[src/rtl/ft245_bus_bridge_pkg.sv]
// Shared types and constants for the FT245 bus bridge.
package ft245_pkg;

  typedef enum logic [1:0] {B_IDLE, B_ACK, B_END} bus_state_t;
  typedef enum logic [1:0] {R_IDLE, R_STROBE, R_RECOVER} rx_state_t;
  typedef enum logic [2:0] {T_IDLE, T_SETUP, T_PULSE, T_HOLD, T_RECOVER} tx_state_t;

  // Page decodes: serial pages match on A[19:13], status pages on A[19:12]
  localparam logic [6:0] SER_IN_PG  = 7'h3C;
  localparam logic [6:0] SER_OUT_PG = 7'h3D;
  localparam logic [7:0] RDF_PG     = 8'h7C;
  localparam logic [7:0] TXE_PG     = 8'h7D;

  // Default strobe timing in clk cycles
  localparam int unsigned DEF_RD_PULSE = 3;
  localparam int unsigned DEF_WR_PULSE = 2;
  localparam int unsigned DEF_RECOVERY = 2;

endpackage

[src/rtl/ft245_bus_bridge_rx_fifo.sv]
// Synchronous RX byte buffer; depth must be a power of two so pointers wrap naturally.
module rx_fifo #(
  parameter int unsigned DEPTH = 4
) (
  input  logic                     clk,
  input  logic                     rst_n,
  input  logic                     i_push,
  input  logic [7:0]               i_din,
  input  logic                     i_pop,
  output logic [7:0]               o_dout,
  output logic                     o_empty,
  output logic                     o_full,
  output logic [$clog2(DEPTH):0]   o_count
);

  localparam int unsigned AW = $clog2(DEPTH);
  localparam int unsigned CW = AW + 1;

  logic [7:0]    r_mem [DEPTH];
  logic [AW-1:0] r_wr_ptr;
  logic [AW-1:0] r_rd_ptr;
  logic [CW-1:0] r_count;

  // Storage write; contents need no reset
  always_ff @(posedge clk) begin
    if (i_push) r_mem[r_wr_ptr] <= i_din;
  end

  // Pointer and occupancy tracking; push+pop together leaves count unchanged
  always_ff @(posedge clk or negedge rst_n) begin
    if (!rst_n) begin
      r_wr_ptr <= '0;
      r_rd_ptr <= '0;
      r_count  <= '0;
    end else begin
      if (i_push) r_wr_ptr <= r_wr_ptr + AW'(1);
      if (i_pop)  r_rd_ptr <= r_rd_ptr + AW'(1);
      case ({i_push, i_pop})
        2'b10:   r_count <= r_count + CW'(1);
        2'b01:   r_count <= r_count - CW'(1);
        default: r_count <= r_count;
      endcase
    end
  end

  assign o_dout  = r_mem[r_rd_ptr];
  assign o_empty = (r_count == '0);
  assign o_full  = (r_count == CW'(DEPTH));
  assign o_count = r_count;

endmodule

[src/rtl/ft245_bus_bridge.sv]
// 68000 bus to FT245 FIFO bridge: CPU page decode/_dtack, RX drain engine, TX strobe engine.
module ft245_bus_bridge
  import ft245_pkg::*;
#(
  parameter int unsigned RD_PULSE = DEF_RD_PULSE,
  parameter int unsigned WR_PULSE = DEF_WR_PULSE,
  parameter int unsigned RECOVERY = DEF_RECOVERY,
  parameter int unsigned RX_DEPTH = 4
) (
  input  logic       clk,
  input  logic       _reset,
  input  logic [7:0] addr,
  input  logic       _as,
  input  logic       _ds,
  input  logic       rw,
  input  logic [7:0] cpu_din,
  output logic [7:0] cpu_dout,
  output logic       cpu_doe,
  output logic       _dtack,
  input  logic       _rdf,
  input  logic       _txe,
  input  logic [7:0] fifo_din,
  output logic [7:0] fifo_dout,
  output logic       fifo_oe,
  output logic       _rd,
  output logic       wr,
  output logic       irq_rx
);

  bus_state_t r_bus, w_bus_nxt;
  rx_state_t  r_rx,  w_rx_nxt;
  tx_state_t  r_tx,  w_tx_nxt;

  logic [4:0] r_sync1, r_sync2;
  logic       w_as_n, w_ds_n, w_rw, w_rdf_n, w_txe_n;
  logic [7:0] r_rx_cnt, w_rx_cnt_nxt, r_tx_cnt, w_tx_cnt_nxt;
  logic [7:0] r_cpu_dout, w_dout_nxt, r_hold, r_fifo_dout;
  logic       r_rw, w_rw_nxt, r_hold_valid, r_irq;
  logic       w_pop, w_push, w_hold_set, w_hold_clr, w_tx_load;
  logic       w_hit_in, w_hit_out, w_hit_rdf, w_hit_txe, w_hit, w_stall;
  logic       w_tx_start, w_rx_start;
  logic [7:0] w_rx_head;
  logic       w_empty, w_full;
  logic [$clog2(RX_DEPTH):0] w_count;

  // Two-flop synchronizers for every asynchronous strobe/flag (idle = high)
  always_ff @(posedge clk or negedge _reset) begin
    if (!_reset) begin
      r_sync1 <= '1;
      r_sync2 <= '1;
    end else begin
      r_sync1 <= {_as, _ds, rw, _rdf, _txe};
      r_sync2 <= r_sync1;
    end
  end

  assign {w_as_n, w_ds_n, w_rw, w_rdf_n, w_txe_n} = r_sync2;

  assign w_hit_in  = (addr[7:1] == SER_IN_PG);
  assign w_hit_out = (addr[7:1] == SER_OUT_PG);
  assign w_hit_rdf = (addr == RDF_PG);
  assign w_hit_txe = (addr == TXE_PG);
  assign w_hit     = w_hit_in | w_hit_out | w_hit_rdf | w_hit_txe;
  assign w_stall   = !w_rw && w_hit_out && r_hold_valid;

  // Engine arbitration: only one FIFO strobe engine active; TX wins a tie
  assign w_tx_start = (r_tx == T_IDLE) && r_hold_valid && !w_txe_n && (r_rx == R_IDLE);
  assign w_rx_start = (r_rx == R_IDLE) && !w_rdf_n && !w_full && (r_tx == T_IDLE) && !w_tx_start;

  rx_fifo #(.DEPTH(RX_DEPTH)) u_rx_fifo (
    .clk     (clk),
    .rst_n   (_reset),
    .i_push  (w_push),
    .i_din   (fifo_din),
    .i_pop   (w_pop),
    .o_dout  (w_rx_head),
    .o_empty (w_empty),
    .o_full  (w_full),
    .o_count (w_count)
  );

  // State, counter and data registers for all three engines
  always_ff @(posedge clk or negedge _reset) begin
    if (!_reset) begin
      r_bus        <= B_IDLE;
      r_rx         <= R_IDLE;
      r_tx         <= T_IDLE;
      r_rx_cnt     <= '0;
      r_tx_cnt     <= '0;
      r_cpu_dout   <= '0;
      r_rw         <= 1'b0;
      r_hold       <= '0;
      r_hold_valid <= 1'b0;
      r_fifo_dout  <= '0;
      r_irq        <= 1'b0;
    end else begin
      r_bus      <= w_bus_nxt;
      r_rx       <= w_rx_nxt;
      r_tx       <= w_tx_nxt;
      r_rx_cnt   <= w_rx_cnt_nxt;
      r_tx_cnt   <= w_tx_cnt_nxt;
      r_cpu_dout <= w_dout_nxt;
      r_rw       <= w_rw_nxt;
      r_irq      <= !w_empty;
      if (w_tx_load) r_fifo_dout <= r_hold;
      if (w_hold_set) begin
        r_hold       <= cpu_din;
        r_hold_valid <= 1'b1;
      end else if (w_hold_clr) begin
        r_hold_valid <= 1'b0;
      end
    end
  end

  // Bus FSM: accept decoded cycles, produce read data, stall writes while hold is full
  always_comb begin
    w_bus_nxt  = r_bus;
    w_dout_nxt = r_cpu_dout;
    w_rw_nxt   = r_rw;
    w_pop      = 1'b0;
    w_hold_set = 1'b0;
    case (r_bus)
      B_IDLE: begin
        if (!w_as_n && !w_ds_n && w_hit && !w_stall) begin
          w_bus_nxt = B_ACK;
          w_rw_nxt  = w_rw;
          if (w_rw) begin
            if (w_hit_in) begin
              w_dout_nxt = w_empty ? 8'hFF : w_rx_head;
              w_pop      = !w_empty;
            end else if (w_hit_rdf) begin
              w_dout_nxt = {7'b0, (w_count == '0)};
            end else if (w_hit_txe) begin
              w_dout_nxt = {7'b0, r_hold_valid};
            end else begin
              w_dout_nxt = 8'h00;
            end
          end else if (w_hit_out) begin
            w_hold_set = 1'b1;
          end
        end
      end
      B_ACK:   w_bus_nxt = B_END;
      B_END:   if (w_as_n) w_bus_nxt = B_IDLE;
      default: w_bus_nxt = B_IDLE;
    endcase
  end

  // RX FSM: strobe _rd, push the byte on the last low cycle, then recover
  always_comb begin
    w_rx_nxt     = r_rx;
    w_rx_cnt_nxt = r_rx_cnt;
    w_push       = 1'b0;
    case (r_rx)
      R_IDLE: begin
        if (w_rx_start) begin
          w_rx_nxt     = R_STROBE;
          w_rx_cnt_nxt = '0;
        end
      end
      R_STROBE: begin
        if (r_rx_cnt == 8'(RD_PULSE - 1)) begin
          w_rx_nxt     = R_RECOVER;
          w_rx_cnt_nxt = '0;
          w_push       = 1'b1;
        end else begin
          w_rx_cnt_nxt = r_rx_cnt + 8'd1;
        end
      end
      R_RECOVER: begin
        if (r_rx_cnt == 8'(RECOVERY - 1)) begin
          w_rx_nxt     = R_IDLE;
          w_rx_cnt_nxt = '0;
        end else begin
          w_rx_cnt_nxt = r_rx_cnt + 8'd1;
        end
      end
      default: w_rx_nxt = R_IDLE;
    endcase
  end

  // TX FSM: drive data, pulse wr, keep data one cycle past the falling edge, recover
  always_comb begin
    w_tx_nxt     = r_tx;
    w_tx_cnt_nxt = r_tx_cnt;
    w_tx_load    = 1'b0;
    w_hold_clr   = 1'b0;
    case (r_tx)
      T_IDLE: begin
        if (w_tx_start) begin
          w_tx_nxt  = T_SETUP;
          w_tx_load = 1'b1;
        end
      end
      T_SETUP: begin
        w_tx_nxt     = T_PULSE;
        w_tx_cnt_nxt = '0;
      end
      T_PULSE: begin
        if (r_tx_cnt == 8'(WR_PULSE - 1)) begin
          w_tx_nxt     = T_HOLD;
          w_tx_cnt_nxt = '0;
        end else begin
          w_tx_cnt_nxt = r_tx_cnt + 8'd1;
        end
      end
      T_HOLD: begin
        w_tx_nxt     = T_RECOVER;
        w_tx_cnt_nxt = '0;
        w_hold_clr   = 1'b1;
      end
      T_RECOVER: begin
        if (r_tx_cnt == 8'(RECOVERY - 1)) begin
          w_tx_nxt     = T_IDLE;
          w_tx_cnt_nxt = '0;
        end else begin
          w_tx_cnt_nxt = r_tx_cnt + 8'd1;
        end
      end
      default: w_tx_nxt = T_IDLE;
    endcase
  end

  assign _dtack    = !((r_bus == B_ACK) || (r_bus == B_END));
  assign cpu_doe   = r_rw && (r_bus != B_IDLE);
  assign cpu_dout  = r_cpu_dout;
  assign _rd       = (r_rx != R_STROBE);
  assign wr        = (r_tx == T_PULSE);
  assign fifo_oe   = (r_tx == T_SETUP) || (r_tx == T_PULSE) || (r_tx == T_HOLD);
  assign fifo_dout = r_fifo_dout;
  assign irq_rx    = r_irq;

endmodule
[config.mk]
export PLATFORM = sky130hd
export DESIGN_NAME = ft245_bus_bridge
export DESIGN_NICKNAME = d
export VERILOG_FILES = /design/src/rtl/ft245_bus_bridge_pkg.sv /design/src/rtl/ft245_bus_bridge_rx_fifo.sv /design/src/rtl/ft245_bus_bridge.sv
export SDC_FILE = /design/constraint.sdc
export NUM_CORES = 1
export LEC_CHECK = 0
export CAP_MARGIN = 25
export CORE_UTILIZATION = 25
export CTS_BUF_LIST = sky130_fd_sc_hd__clkbuf_2 sky130_fd_sc_hd__clkbuf_4 sky130_fd_sc_hd__clkbuf_8
export DETAILED_ROUTE_END_ITERATION = 8
export GPL_ROUTABILITY_DRIVEN = 0
export PLACE_DENSITY = 0.43
export SYNTH_ARGS = -nofsm -noshare
export SYNTH_HDL_FRONTEND = slang
export SYNTH_SLANG_ARGS = --single-unit
[constraint.sdc]
create_clock -name clk -period 6.5 [get_ports clk]
set_input_delay 1.3 -clock clk [delete_from_list [all_inputs] [get_ports clk]]
set_output_delay 1.3 -clock clk [all_outputs]
set_load 0.03 [all_outputs]
# --- Yosys cells after proc, flatten, opt, wreduce, memory -nomap -nowiden ---
# Memories as Yosys holds them, arrays and structs flattened.
# Index checks and enable logic that the tools add are counted.
totals:
  mem_count: 1
  ram_bits: 32
  out_inout_bits: 22
  ff_bits: 67
  in_bits: 31
memory_table:
  columns: ["memory", "words", "word_bits", "rd", "rd_clocked_by_memory_dff", "write_ports", "line", "source"]
  rows:
  - ["u_rx_fifo.r_mem", 4, 8, 1, 0, 1, "ft245_bus_bridge_rx_fifo.sv:19", "logic [7:0] r_mem [DEPTH];"]
classes:
  reduce_logical: 43
  add_sub_neg: 6
  mux: 39
  bitwise_logic: 3
  n_eq_ne: 27
ops:
  columns: ["cell", "count"]
  rows:
  - ["$mux W8", 6]
  - ["$pmux W8 S3", 1]
  - ["$mux W1", 19]
  - ["$add A8 B1 Y8 const B", 2]
  - ["$eq A8 B1 Y1 const B", 2]
  - ["$eq A8 B7 Y1 const B", 2]
  - ["$pmux W8 S2", 1]
  - ["$pmux W3 S5", 1]
  - ["$eq A7 B6 Y1 const B", 2]
  - ["$ne A2 B2 Y1 const B", 7]
  - ["$logic_and A1 B1 Y1", 13]
  - ["$pmux W2 S3", 2]
  - ["$logic_not A1 Y1", 10]
  - ["$mux W2", 5]
  - ["$mux W3", 3]
  - ["$reduce_and A3 Y1", 3]
  - ["$eq A8 B2 Y1 const B", 1]
  - ["$reduce_bool A2 Y1", 4]
  - ["$eq A2 B1 Y1 const B", 3]
  - ["$eq A2 B2 Y1 const B", 3]
  - ["$eq A3 B2 Y1 const B", 2]
  - ["$eq A3 B3 Y1 const B", 2]
  - ["$logic_not A3 Y1", 2]
  - ["$pmux W3 S2", 1]
  - ["11 further kinds", 21]

# --- Longest topological paths before layout ---
# Gate-level depths: netlist (run 1).
depth:
  word_depth: 10
  mapped_depth: 12
  depth_no_buf: 11

# --- Modules after synthesis ---
# A second synthesis (run 1) with hierarchy kept.
hier_totals:
  hier_cells: 344
  area_unflattened_um2: 4460.5
modules_own_cells:
  columns: ["module", "seq_area_each_um2", "area_each_um2", "cells_per_inst", "instances"]
  rows:
  - ["ft245_bus_bridge", 1514.0, 2907.8, 266, 1]
  - ["rx_fifo", 1136.1, 1552.7, 78, 1]

# --- Worst setup path before layout (run 1) ---
# OpenSTA, ideal clock, no wires.
synth_timing:
  kind: "input port to flip-flop"
  startpoint: "input addr[7]"
  endpoint: "register u_rx_fifo.r_count[2] (netlist: u_rx_fifo.o_count[2])"
  required_time_ps: 6421
  arrival_ps: 3296
  n_path_buf: 1
  stages: 10
  setup_slack_ps: 3124
  path_cell_list: "nand2b_4 > or4b_4 > buf_6 > nor3_4 > ha_1 > inv_1 > fa_1 > xor2_1 > nor2_1 > xor2_1"
synth_via:
  elab_chain_len: 10
  elab_cells_between_ends: 20
  cone_classes: "eq/ne: 6; mux: 5; bitwise: 3; reduce/logical: 6"
synth_lines:
  columns: ["element", "line", "source"]
  rows:
  - ["start: declaration", "ft245_bus_bridge.sv:12", "input logic [7:0] addr,"]
  - ["$eq A7 B6 Y1 (on tied branches)", "ft245_bus_bridge.sv:59, ft245_bus_bridge.sv:60", null]
  - ["$or A1 B1 Y1 (3 in a row)", "ft245_bus_bridge.sv:63", "assign w_hit = w_hit_in | w_hit_out | w_hit_rdf | w_hit_txe;"]
  - ["$logic_and A1 B1 Y1 (2 in a row)", "ft245_bus_bridge.sv:124", "if (!w_as_n && !w_ds_n && w_hit && !w_stall) begin"]
  - ["$mux W1 (*)", "ft245_bus_bridge.sv:124", null]
  - ["$mux W1 (*)", "ft245_bus_bridge.sv:122", "case (r_bus)"]
  - ["via u_rx_fifo.i_pop", "ft245_bus_bridge_rx_fifo.sv:9", "input logic i_pop,"]
  - ["$eq A2 B1 Y1 or $eq A2 B2 Y1 (tied branches)", "ft245_bus_bridge_rx_fifo.sv:38", "case ({i_push, i_pop})"]
  - ["$pmux W3 S2 or $reduce_bool A2 Y1 (tied branches)", null, null]
  - ["end signal: assignment", "ft245_bus_bridge_rx_fifo.sv:39", "2'b10: r_count <= r_count + CW'(1);"]
  - ["end signal: assignment", "ft245_bus_bridge_rx_fifo.sv:40", "2'b01: r_count <= r_count - CW'(1);"]
  - ["end signal: assignment", "ft245_bus_bridge_rx_fifo.sv:41", "default: r_count <= r_count;"]
  - ["end: declaration", "ft245_bus_bridge_rx_fifo.sv:22", "logic [CW-1:0] r_count;"]
# Mark *: on every way through the listed nets, which the timed path passes. The rest lies on a longest branch.
# A chain may end at the register's enable or synchronous reset.

# --- Final worst setup path (run 1) ---
layout_timing:
  startpoint: "input addr[6]"
  endpoint: "register u_rx_fifo.r_count[2] (netlist: u_rx_fifo.o_count[2])"
# Same word-level chain as after synthesis.

==> impl_results.md, run 1 <==
* Core area at 17400 um2
* Worst-path cell chain: clkdlybuf4s50_1 > nand2b_4 > or4_1 > nor3_4 > ha_1 > inv_1 > fa_1 > xor2_1 > nor2_1 > xor2_1
* Sequential area share after synthesis at between 50% and 60%
* Setup crit start: addr[6]
* Post-Route WL at roughly 8900 um
* Hold Fails Final Rpt at 0
* Static Leak at 0.00212 uW
* Clock latency on the worst-skew pair at between 0.3 and 0.4 ns
* Slowest CP cell: or4_1
* Core Util, Final at between 30% and 40%
* Outcome: completed
* CP Launch Type: input pin
* Post_cts resized at 0
* PortBufs at 52
* Synth Instances at roughly 340
* Final setup violation count at 0
* Largest net degree at the start of global routing at 68
* Die Wd at approximately 140 um
* Post-CTS Setup Inserts at 0
* CP Capture Type: register
* Mean Syn Cell Area at 13.4 um2
* Delay of the slowest critical-path stage at between 0.7 and 0.8 ns
* Worst slew pin tran at 0.879 ns
* GR Util met1 at 13.1%
* Antenna violations before repair at 0
* Worst EP arrival at between 3 and 4 ns
* Initial Util at about 26%
* Final Critical Period at 3.60 ns
* Yosys cell types at 64
* Worst relative slew slack at approximately 41%
* Net Count, Synth at 385
* FFs w/ async S/R, synth at between 60% and 70%
* Initial DRC count at ~120
* Synth top area cells: dfrtp_1, edfxtp_1, dfstp_2, ha_1, mux2_2
* Full die area at 18500 um2
* GR Util met2 at 17.3%
* Worst flop-to-flop path startpoint: r_bus[0]
* Upper clock frequency limit at 278 MHz
* DR vias at 2720
* CP delay by family, top: simple AND/OR/NAND/NOR gates
* CTS tree: yes
* GRT Total Usage at between 10% and 20%
* Post-Synthesis Cell Area at around 4500 um2
* Clock root buffer: clkbuf_8
* RSZ-0062 raised after global routing: no
* Yosys top cell by area: dfrtp_1
* ANT nets after route at 0
* Worst path most repeated cell: xor2_1
* DP HPWL at just over 6000 um
* Row count at between 40 and 50
* DRC Markers at 0
* Synth Register Bits at ~100
* Peak VDD IR at 0.000108 V
* Final period utilization at between 50% and 60%
* Vias/cell at approximately 4.4
* Clk slew on worst S/H paths at ~0.1 ns
* Share of the synthesized area in the top cell type at 31.8%
* Vias in the first global route at 2760
* WS Path Type: in -> reg
* GR Overflow Total at 0
* Hold_ws at roughly 0.36 ns
* Critical Path Fanout Max at 9
* First-pass GRT wire length at approximately 15000 um
* Worst hold path type: reg -> reg
* Number of synthesized flops with an enable pin at 32
* Power Density at around 290 nW/um2
* H-Tree Depth at 3
* Clock Skew at 0.0184 ns
* Worst Path Buf+Inv at 2
* Synth warnings at 0
* Setup TNS at 0 ns
* Drt pass-1 iters at 4
* DR WL/cell at ~14 um
* PnR worst setup slack at roughly 2.9 ns
* Slew Viols, Final at 0
* Max-Cap Viols at 0
* Fillers at roughly 1800
* Main synth FF type: dfrtp_1
* WP data required at 6.80 ns
* Hold Crit Start: r_sync1[1]
* CTS Hold Buffers Added at 0
* Final nets at between 400 and 500
* Met3 Use GR at around 2.4%
* Die height at between 100 and 150 um
* GRT busiest layer: met2
* IO Pins at 53
* Place WS at about 2.5 ns
* CTS Buf Count at 9
* Diode count at 0
* Clock sinks at 99
* Synthesis-to-layout area growth at 21.5%
* Share of layout cells above drive strength 1 at approximately 18%
* CTS Buffer Depth at 2
placed cells by master, fill, tap and decap left out, types with 5 or more instances in the layout:
master | netlist | layout
nand2_1 | 26 | 26
o21ai_0 | 13 | 13
clkdlybuf4s50_1 | 0 | 51
o211ai_1 | 7 | 7
edfxtp_1 | 32 | 32
nor2_1 | 17 | 17
xnor2_1 | 5 | 5
nand3_1 | 5 | 5
dfstp_2 | 10 | 10
o31ai_1 | 8 | 8
ha_1 | 18 | 18
mux2_2 | 17 | 17
mux4_2 | 8 | 8
dfrtp_1 | 57 | 57
inv_1 | 20 | 20
clkbuf_8 | 0 | 9
synth_stat cells (all sizes together), types with 2 or more instances:
library cell and number:
nor2 17, or3 3, nor2b 4, and3 4
nor3b 3, o221ai 2, buf 5, mux4 8
a21boi 2, clkbuf 5, o21ai 14, nand3 6
xor2 4, dfstp 10, inv 20, a211o 2
a21oi 4, mux2i 2, or2 2, or4 2
nor4b 2, o211ai 7, nand2 26, a31oi 3
a21o 2, ha 18, o31ai 8, dfrtp 57
nand2b 4, and2 4, a2111oi 2, a22o 2
nor3 5, nand3b 3, mux2 18, xnor2 5
edfxtp 32, a21bo 2, nor4 4
path summary, 6_finish.rpt:
path                                             end  slack (ns)  cells past startpoint
worst max-delay path            u_rx_fifo.o_count[2]        2.90                     10
worst min-delay path                      r_sync2[1]        0.36                      0
worst max register to register  u_rx_fifo.o_count[2]        3.59                     11
worst min register to register            r_sync2[1]        0.36                      0
max in group asynchronous                r_rx_cnt[2]        4.81                      2
min in group asynchronous                     irq_rx        1.09                      2
cell type report:
class	count	area, um2	area share [%]
tap	225	282	5.16
inverter	20	75.1	1.38
clock inverter	7	81.3	1.49
multi-input combinational	206	1710	31.4
clock buffer	9	124	2.27
sequential	99	2650	48.6
timing repair buffer	54	531	9.72
per-layer routing:
metal / up-vias / routed length (um)
met5: - / 0
met2: 31 / 4490
met4: 0 / 141
met3: 8 / 272
met1: 1353 / 3990
li1: 1328 / -
worst reg2reg max path, delay by kind of cell, from the launching register on:
family | cells | cell delay, ns
AND/OR/NAND/NOR | 4 | 1.13
XOR/XNOR | 2 | 0.31
adder cells (fa/ha/maj) | 3 | 0.83
flip-flops | 1 | 0.42
buffers and inverters | 2 | 0.15
registers in the layout, summed over array words and instances (netlist names):
| register | cells |
|---|---|
| r_sync2 | 5 |
| irq_rx | 1 |
| cpu_dout | 8 |
| r_sync1 | 5 |
| r_tx_cnt | 8 |
| fifo_dout | 8 |
| r_bus | 2 |
| u_rx_fifo.r_wr_ptr | 2 |
| r_hold | 8 |
| r_rx | 2 |
| r_rw | 1 |
| u_rx_fifo.r_rd_ptr | 2 |
| r_rx_cnt | 8 |
| u_rx_fifo.o_count | 3 |
| r_hold_valid | 1 |
| r_tx | 3 |
| u_rx_fifo.r_mem | 32 |
per-stage QoR:
stage | cell area, um2 | cells | power [uW]
after floorplan | 4490 | 335 | 1060
after global placement | 5250 | 604 | 1210
after detailed placement | 5250 | 604 | 1210
after CTS | 5460 | 620 | 1630
after global routing | 5460 | 620 | 1710
final | 5460 | 620 | 1600
power by group:
group / internal, uW / leakage (uW) / total (uW) / switching [uW]
Clock: 155 / 0.000104 / 406 / 251
Sequential: 700 / 0.00116 / 760 / 60.3
Combinational: 179 / 0.000854 / 435 / 256
Total: 1030 / 0.00212 / 1600 / 567
cell families (layout without fill, tap and decap cells):
group / after synthesis / after routing / synth area share, %
buffers and inverters: 30 / 90 / 2.81
and+or+nand+nor: 94 / 94 / 12.9
xor gates and xnor gates: 9 / 9 / 1.76
adders and majority gates: 19 / 19 / 5.46
muxes: 28 / 28 / 8.97
DFF: 99 / 99 / 59.0
AOI/OAI and AO/OA: 56 / 56 / 9.08
Note: power is estimated with default switching activity, not from simulation.
==> run 2, diff against run 1 <==
PLACE_DENSITY = 0.44   (was 0.43)
clock period = 3.25 ns   (was 6.5 ns; I/O delays follow)
==> run 2 against run 1 <==
  * Sequential cell count is the same
  * Routed wire length grew 0.45%
  * Worst hold slack lost 0.13 ns
  * Clock power grew 91%
  * Power grew 99%
  * Register-to-register slack lost 3.1 ns
  * Critical path type unchanged
  * Critical endpoint unchanged
  * Largest power group unchanged
==> impl_results.md, run 2 (synthesized netlist as in run 1, its figures left out) <==
* DP HPWL at 6390 um (+4.5%)
* Largest net degree at the start of global routing at 27 (-60%)
* Commonest non-fill, non-tap cells in the layout: dfrtp_1, clkdlybuf4s50_1, edfxtp_1, nand2_1, inv_1
* Share of layout cells above drive strength 1 at 19.0% (+1.1 points)
* RSZ-0062 raised after global routing: no
* Final Critical Period at ~2.8 ns
* Final nets at 444 (+0.91%)
* GR Overflow Total at 0 (unchanged)
* DRC Markers at 0 (unchanged)
* Core area at 17400 um2 (unchanged)
* PortBufs at 52 (unchanged)
* Worst hold path type: in -> async
* Final setup violation count at 0 (unchanged)
* CTS Buffer Depth at 2 (unchanged)
* Hold_ws at 0.226 ns (-0.135 ns)
* CTS Buf Count at 9 (unchanged)
* Upper clock frequency limit at around 360 MHz
* Hold Fails Final Rpt at 0 (unchanged)
* CTS tree: yes
* Vias in the first global route at 2891 (+4.7%)
* Die height at 136 um (unchanged)
* Slowest CP cell: or4b_4
* Row count at 48 (unchanged)
* Worst EP arrival at 3.12 ns (-0.78 ns)
* Worst relative slew slack at 38.0% (-3.4 points)
* CP delay by family, top: simple AND/OR/NAND/NOR gates
* Critical Path Fanout Max at 5 (-4)
* Worst slew pin tran at 0.924 ns (+0.0450 ns)
* Final period utilization at just under 90%
* CP Launch Type: input pin
* DR vias at 2748 (+1.0%)
* Max-Cap Viols at 0 (unchanged)
* CP Capture Type: register
* Synthesis-to-layout area growth at 21.9%
* Outcome: completed
* First-pass GRT wire length at 15100 um (+3.3%)
* Initial Util at 25.8% (unchanged)
* Clock latency on the worst-skew pair at 0.38 ns (about the same)
* Most common cell after layout, fill and taps aside: dfrtp_1
* Die Wd at 136 um (unchanged)
* WP data required at 3.56 ns (-3.24 ns)
* Fillers at 1759 (unchanged)
* Post-CTS Setup Inserts at 0 (unchanged)
* Power Density at 582 nW/um2 (+98%)
* Post_cts resized at 0 (unchanged)
* Worst-path cell chain: clkdlybuf4s50_1 > nand3_4 > or4b_4 > nor3_4 > ha_1 > inv_1 > fa_1 > xor2_1 > nor2_1 > xor2_1
* Clock root buffer: clkbuf_8
* Antenna violations before repair at 0 (unchanged)
* Peak VDD IR at 0.000210 V (+95%)
* WS Path Type: in -> reg
* Diode count at 0 (unchanged)
* GRT Total Usage at 10.8% (+0.30 points)
* Max reg flops at 32 (unchanged)
* Post-Route WL at 8940 um (+0.45%)
* Clock sinks at 99 (unchanged)
* ANT nets after route at 0 (unchanged)
* Slew Viols, Final at 0 (unchanged)
* Worst Path Buf+Inv at 2 (unchanged)
* Worst path most repeated cell: xor2_1
* PnR worst setup slack at 0.436 ns (-2.46 ns)
* CTS Hold Buffers Added at 0 (unchanged)
* H-Tree Depth at 3 (unchanged)
* Clock Skew at 0.0124 ns (-0.00596 ns)
* Drt pass-1 iters at 4 (unchanged)
* Biggest register: u_rx_fifo.r_mem
* Setup TNS at 0 ns (unchanged)
* Vias/cell at 4.40 (+0.38%)
* IO Pins at 53 (unchanged)
* Static Leak at 0.00213 uW (+0.52%)
* Place WS at 0.0297 ns (-2.48 ns)
* Clk slew on worst S/H paths at 0.10 ns (about the same)
* Full die area at 18500 um2 (unchanged)
* Delay of the slowest critical-path stage at 0.56 ns (-0.15 ns)
* DR WL/cell at 14.3 um (-0.19%)
* Initial DRC count at 185 (+59%)
[run 2: path summary, 6_finish.rpt]
check | startpoint | end | slack [ns] | cells past startpoint
worst max-delay path | addr[5] | u_rx_fifo.o_count[2] | 0.44 | 10
worst min-delay path | _reset | cpu_dout[0] | 0.23 | 1
worst max register to register | r_bus[0] | u_rx_fifo.o_count[2] | 0.53 | 11
worst min register to register | r_sync1[0] | r_sync2[0] | 0.35 | 0
max in group asynchronous | _reset | r_sync1[0] | 2.25 | 2
min in group clk | r_sync1[0] | r_sync2[0] | 0.35 | 0
[run 2: stage by stage]
| step | total power [uW] | util, % | instances | area [um2] |
|---|---|---|---|---|
| after CTS | 3230 | 31.4 | 624 | 5470 |
| after global routing | 3420 | 31.4 | 624 | 5470 |
| after floorplan | 2130 | - | 335 | 4490 |
| final | 3180 | 31.4 | 624 | 5470 |
| after global placement | 2430 | 30.4 | 608 | 5290 |
| after detailed placement | 2440 | 30.4 | 608 | 5290 |
[run 2: where the power goes]
group	switching [uW]	internal (uW)	total [uW]
clock	470	306	777
sequential	120	1400	1520
combinational	530	358	888
total	1120	2060	3180
[run 2: worst register-to-register path: cells and delay by family (launching register included)]
family | cells | cell delay (ns)
XOR/XNOR | 2 | 0.31
adder cells (fa/ha/maj) | 3 | 0.81
buffers and inverters | 2 | 0.15
flip-flops | 1 | 0.41
AND/OR/NAND/NOR | 4 | 0.97
[run 2: layout make-up]
cell class                 instances  area [um2]  area share [%]
sequential                        99        2650            48.4
clock buffer                      10         131            2.40
multi-input combinational        206        1720            31.4
inverter                          20        75.1            1.37
tap                              225         282            5.14
clock inverter                     6        56.3            1.03
timing repair buffer              58         561            10.2
[run 2: metal layers]
layer	part of all wire [%]	vias up	wire length, um	track usage, %
li1	-	1337	-	-
met1	49	1354	4350	14.7
met2	46	46	4080	16.0
met3	3.9	11	344	2.76
met4	1.9	0	166	4.94
met5	0	-	0	0
==> patch 1 (flow settings as in run 2) <==
Remove the register `r_irq`: a continuous assignment takes its place, so the output `irq_rx` follows one clock earlier.
--- a/src/rtl/ft245_bus_bridge.sv
+++ b/src/rtl/ft245_bus_bridge.sv
@@ -92,7 +92,6 @@
       r_hold       <= '0;
       r_hold_valid <= 1'b0;
       r_fifo_dout  <= '0;
-      r_irq        <= 1'b0;
     end else begin
       r_bus      <= w_bus_nxt;
       r_rx       <= w_rx_nxt;
@@ -101,7 +100,6 @@
       r_tx_cnt   <= w_tx_cnt_nxt;
       r_cpu_dout <= w_dout_nxt;
       r_rw       <= w_rw_nxt;
-      r_irq      <= !w_empty;
       if (w_tx_load) r_fifo_dout <= r_hold;
       if (w_hold_set) begin
         r_hold       <= cpu_din;
@@ -111,6 +109,8 @@
       end
     end
   end
+
+  assign r_irq = !w_empty;
 
   // Bus FSM: accept decoded cycles, produce read data, stall writes while hold is full
   always_comb begin
Function: changed (Yosys sat finds a counterexample within 10 cycles, from zero or initial values and one cycle with _reset low).
==> patch 1 against run 2 <==
Sequential cell count down 1. Count of clock-buffer cells in the layout shrank 1. Routed wire length shrank 0.65%. Critical path depth unchanged. Worst setup slack improved by 1.3 ps. Cell area is 0.14% higher. Area after synthesis decreased by 0.56%. Critical path type unchanged. Total power up 1.0%.
==> patch 1: results (changes against run 2) <==
[placed_design]
preCtsSetupSlack_ps=10.2  ; -19.4 ps
io_buffers=52  ; unchanged
place_hpwl_um=6270  ; -1.9%

[run]
drv_cap=0  ; unchanged

[timing]
worstMarginPinSlew_ps=830  ; -94.3 ps
fin_worst_skew_ps=14.2  ; +1.79 ps

[logic_synthesis]
synth_edf_count=32  ; unchanged
synthMuxAreaShare=0.0902  ; +0.000503
synth_top_family_by_area=simple AND/OR/NAND/NOR gates
synthDistinctLibCells=64  ; unchanged
ys.flop_type=dfrtp_1
synth_warnings=0  ; unchanged
syn_nets=384  ; -0.26%
yosysSeqAreaShare=0.588  ; -0.00230
yosys.area_share.xor_xnor=0.0177  ; +0.0000984
netlist_top_cells_count=dfrtp_1 (56), edfxtp_1 (32), nand2_1 (26), inv_1 (20), ha_1 (18)
synthTopCellsByArea=dfrtp_1 (31%), edfxtp_1 (22%), dfstp_2 (5.9%), ha_1 (5.0%), mux2_2 (4.3%)
synth-compound-area-share=0.0913  ; +0.000509
yosys.area_share.adder=0.0549  ; +0.000306
async_reset_ff_frac=0.673  ; -0.00330

[critical_path]
crit_family=simple AND/OR/NAND/NOR gates
cp.arrival_ps=3110  ; about the same
cp_slowest_stage_delay_ps=560  ; about the same
cp_max_fo=5  ; unchanged
cp_slowest_cell=or4b_4

[route]
route.vias.total=2754  ; +0.22%
drtIter0Drc=95  ; -49%
wirelength_um=8880  ; -0.65%
drt-pass1-iter-count=4  ; unchanged

[layout]
largest_register_ffs=32  ; unchanged
top_register=u_rx_fifo.r_mem
n_antenna_cell=0  ; unchanged
nets=445  ; +0.23%
drive_gt1_frac=0.190  ; -0.000476

[clock_network]
clk_pin_slew_ps=100  ; about the same
clkLatencyLatePin_ps=380  ; about the same
ctsResizeCount=0  ; unchanged
clk_path_buf_depth=2  ; unchanged
cts_buffers=9  ; unchanged
post-cts-setup-buffers=0  ; unchanged
cts_root_buf=clkbuf_8
htree_levels=3  ; unchanged

[power_and_ir_drop]
leakagePower_nw=2.14  ; +0.40%
vdd_drop_max_v=0.000251  ; +20%

[grt]
grt_pass1_wl_um=14800  ; -1.7%
antenna_found_initial=0  ; unchanged
grt.total_usage=0.106  ; -0.00169
first_global_vias=2911  ; +0.69%
grt_start_max_net_pins=33  ; +22%

[worst_hold_path]
min_path_type=in2async

[outcome]
status=finished clean

==> patch 1: changes by cell type after synthesis <==
cell	delta
dfrtp_1	-1
==> patch 1: per-stage QoR <==
step | instance area [um2] | power, mW | cells
after global placement | 5270 | 2.41 | 609
final | 5480 | 3.22 | 625
after detailed placement | 5270 | 2.42 | 609
after floorplan | 4470 | 2.12 | 334
after CTS | 5480 | 3.28 | 625
after global routing | 5480 | 3.44 | 625
==> patch 1: logic make-up (layout without fill, tap and decap cells) <==
logic type	Yosys count	in the layout
mux	28	28
simple gates	94	94
flops	98	98
compound gates	56	56
buf+inv	30	96
fa+ha+maj	19	19
xor+xnor	9	9
==> patch 1: power by group <==
part / leakage, nW / switching [mW] / internal (mW)
logic: 0.883 / 0.517 / 0.360
registers: 1.15 / 0.119 / 1.39
clock network: 0.103 / 0.465 / 0.371
==> patch 1: worst reg2reg max path: cells and delay by family, from the launching register on <==
kind | cells | cell delay, ps
AND/OR/NAND/NOR | 4 | 950
XOR/XNOR | 2 | 310
flip-flops | 1 | 420
buffers and inverters | 2 | 150
adder cells (fa/ha/maj) | 3 | 820
==> patch 1: final cells by class <==
| type | count | area, um2 |
|---|---|---|
| Fill cell | 1719 | 11900 |
| Timing Repair Buffer | 60 | 576 |
| Sequential cell | 98 | 2630 |
| Clock inverter | 7 | 86.3 |
| Tap cell | 225 | 282 |
| Inverter | 20 | 75.1 |
| Clock buffer | 9 | 124 |
| Multi-Input combinational cell | 206 | 1710 |
==> patch 1: worst paths after layout <==
kind                       slack (ps)  depth (start not counted)                               end                 start
min in group clk                  350                          0              r_sync2[0]$_DFF_PN1_  r_sync1[0]$_DFF_PN1_
max in group asynchronous        2140                          2           r_tx_cnt[0]$_DFFE_PN0P_                _reset
max reg2reg                       520                         11  u_rx_fifo.o_count[2]$_DFFE_PN0P_  r_bus[0]$_DFFE_PN0P_
min                               340                          1              r_bus[0]$_DFFE_PN0P_                _reset
max                               440                         10  u_rx_fifo.o_count[2]$_DFFE_PN0P_               addr[6]
min reg2reg                       350                          0              r_sync2[0]$_DFF_PN1_  r_sync1[0]$_DFF_PN1_
==> patch 1: routing by layer <==
metal  track usage  up-vias  routed length, um
met1         0.130     1383               4050
met4        0.0487        0                138
li1              -     1334                  -
met3        0.0266        8                285
met2         0.176       29               4400
met5             0        -                  0
==> patch 2 (settings of run 2) <==
Made on the original files. Change the parameter `RX_DEPTH` from 4 to 8.
--- a/src/rtl/ft245_bus_bridge.sv
+++ b/src/rtl/ft245_bus_bridge.sv
@@ -5,7 +5,7 @@
   parameter int unsigned RD_PULSE = DEF_RD_PULSE,
   parameter int unsigned WR_PULSE = DEF_WR_PULSE,
   parameter int unsigned RECOVERY = DEF_RECOVERY,
-  parameter int unsigned RX_DEPTH = 4
+  parameter int unsigned RX_DEPTH = 8
 ) (
   input  logic       clk,
   input  logic       _reset,
Check against the original RTL: same outputs for any inputs over 10 cycles, from zero or initial values and one cycle with _reset low; that may be too few to reach the edited logic, so the function may still have changed.
==> patch 2 against run 2 <==
Area after synthesis up 30%. Die area up 29%. Routed wire length up 36%. Sequential cell count up 35. Worst setup slack better by 43 ps. Non-clock buffer count up 12. Cell area up 31%. Synthesized cell count up 22%. Fmax up 1.5%. Sequential share of layout area up 2.9 points. Total power up 41%. Clock power up 84%. Critical path depth down 6. Critical path type is now reg2out. Largest cell class unchanged. Highest routed layer unchanged.
==> patch 2: results (changes against run 2) <==
[critical_path]
crit_family=buffers and inverters
worst_r2r_endpoint=u_rx_fifo.o_count[3]$_DFFE_PN0P_
ff2ff_path_depth=10  ; -1
cp_slowest_stage_delay_ps=690  ; +130 ps
cp_max_fo=8  ; +3

[outcome]
status=finished clean

[clock_network]
cts_buffers=17  ; +8
clkLatencyLatePin_ps=460  ; +80 ps

[layout]
drive_gt1_frac=0.204  ; +0.0139
largest_register_ffs=64  ; +100%

[logic_synthesis]
async_reset_ff_frac=0.522  ; -0.154
synthTopCellsByArea=edfxtp_1 (33%), dfrtp_1 (26%), mux4_2 (6.2%), dfstp_2 (4.5%), ha_1 (3.9%)
synthDistinctLibCells=54  ; -16%

[floorplanning]
fp.coreArea_um2=22700  ; +30%

[grt]
grt_start_max_net_pins=71  ; +160%
grt.total_usage=0.111  ; +0.00297
grt_use_met2=0.172  ; +0.0122

[power_and_ir_drop]
internal_power_mw=3.00  ; +45%
leakagePower_nw=2.79  ; +31%
p_comb_mw=1.01  ; +14%
vdd_drop_max_v=0.000260  ; +24%

[route]
drtIter0Drc=126  ; -32%
wl_per_cell_um=15.5  ; +8.3%
via_per_inst=4.50  ; +2.2%

[timing]
worstMarginPinSlew_ps=908  ; -15.9 ps
fin_worst_skew_ps=15.2  ; +2.72 ps
fin_hold_ws_ps=325  ; +99.4 ps

[placed_design]
placedInstanceArea_um2=6780  ; +28%
place_hpwl_um=8140  ; +27%
preCtsSetupSlack_ps=136  ; +106 ps

## patch 2: area by class of cell
| cell class | instances | area (um2) | share of cell area |
|---|---|---|---|
| tap | 285 | 357 | 0.0496 |
| sequential | 134 | 3690 | 0.513 |
| multi-input combinational | 244 | 2010 | 0.280 |
| clock buffer | 17 | 234 | 0.0325 |
| inverter | 19 | 71.3 | 0.00992 |
| clock inverter | 15 | 176 | 0.0245 |
| timing repair buffer | 70 | 653 | 0.0908 |
## patch 2: per-layer routing
layer,share of wire,routed length [um]
met2,0.47,5750
met5,0,0
met3,0.042,511
met4,0.016,191
met1,0.47,5700
## patch 2: cell families after synthesis
| logic type | synth area share |
|---|---|
| adders and majority gates | 0.0421 |
| and+or+nand+nor | 0.102 |
| buffers and inverters | 0.0217 |
| DFF | 0.633 |
| xor gates and xnor gates | 0.0120 |
| muxes | 0.122 |
| AOI/OAI and AO/OA | 0.0679 |
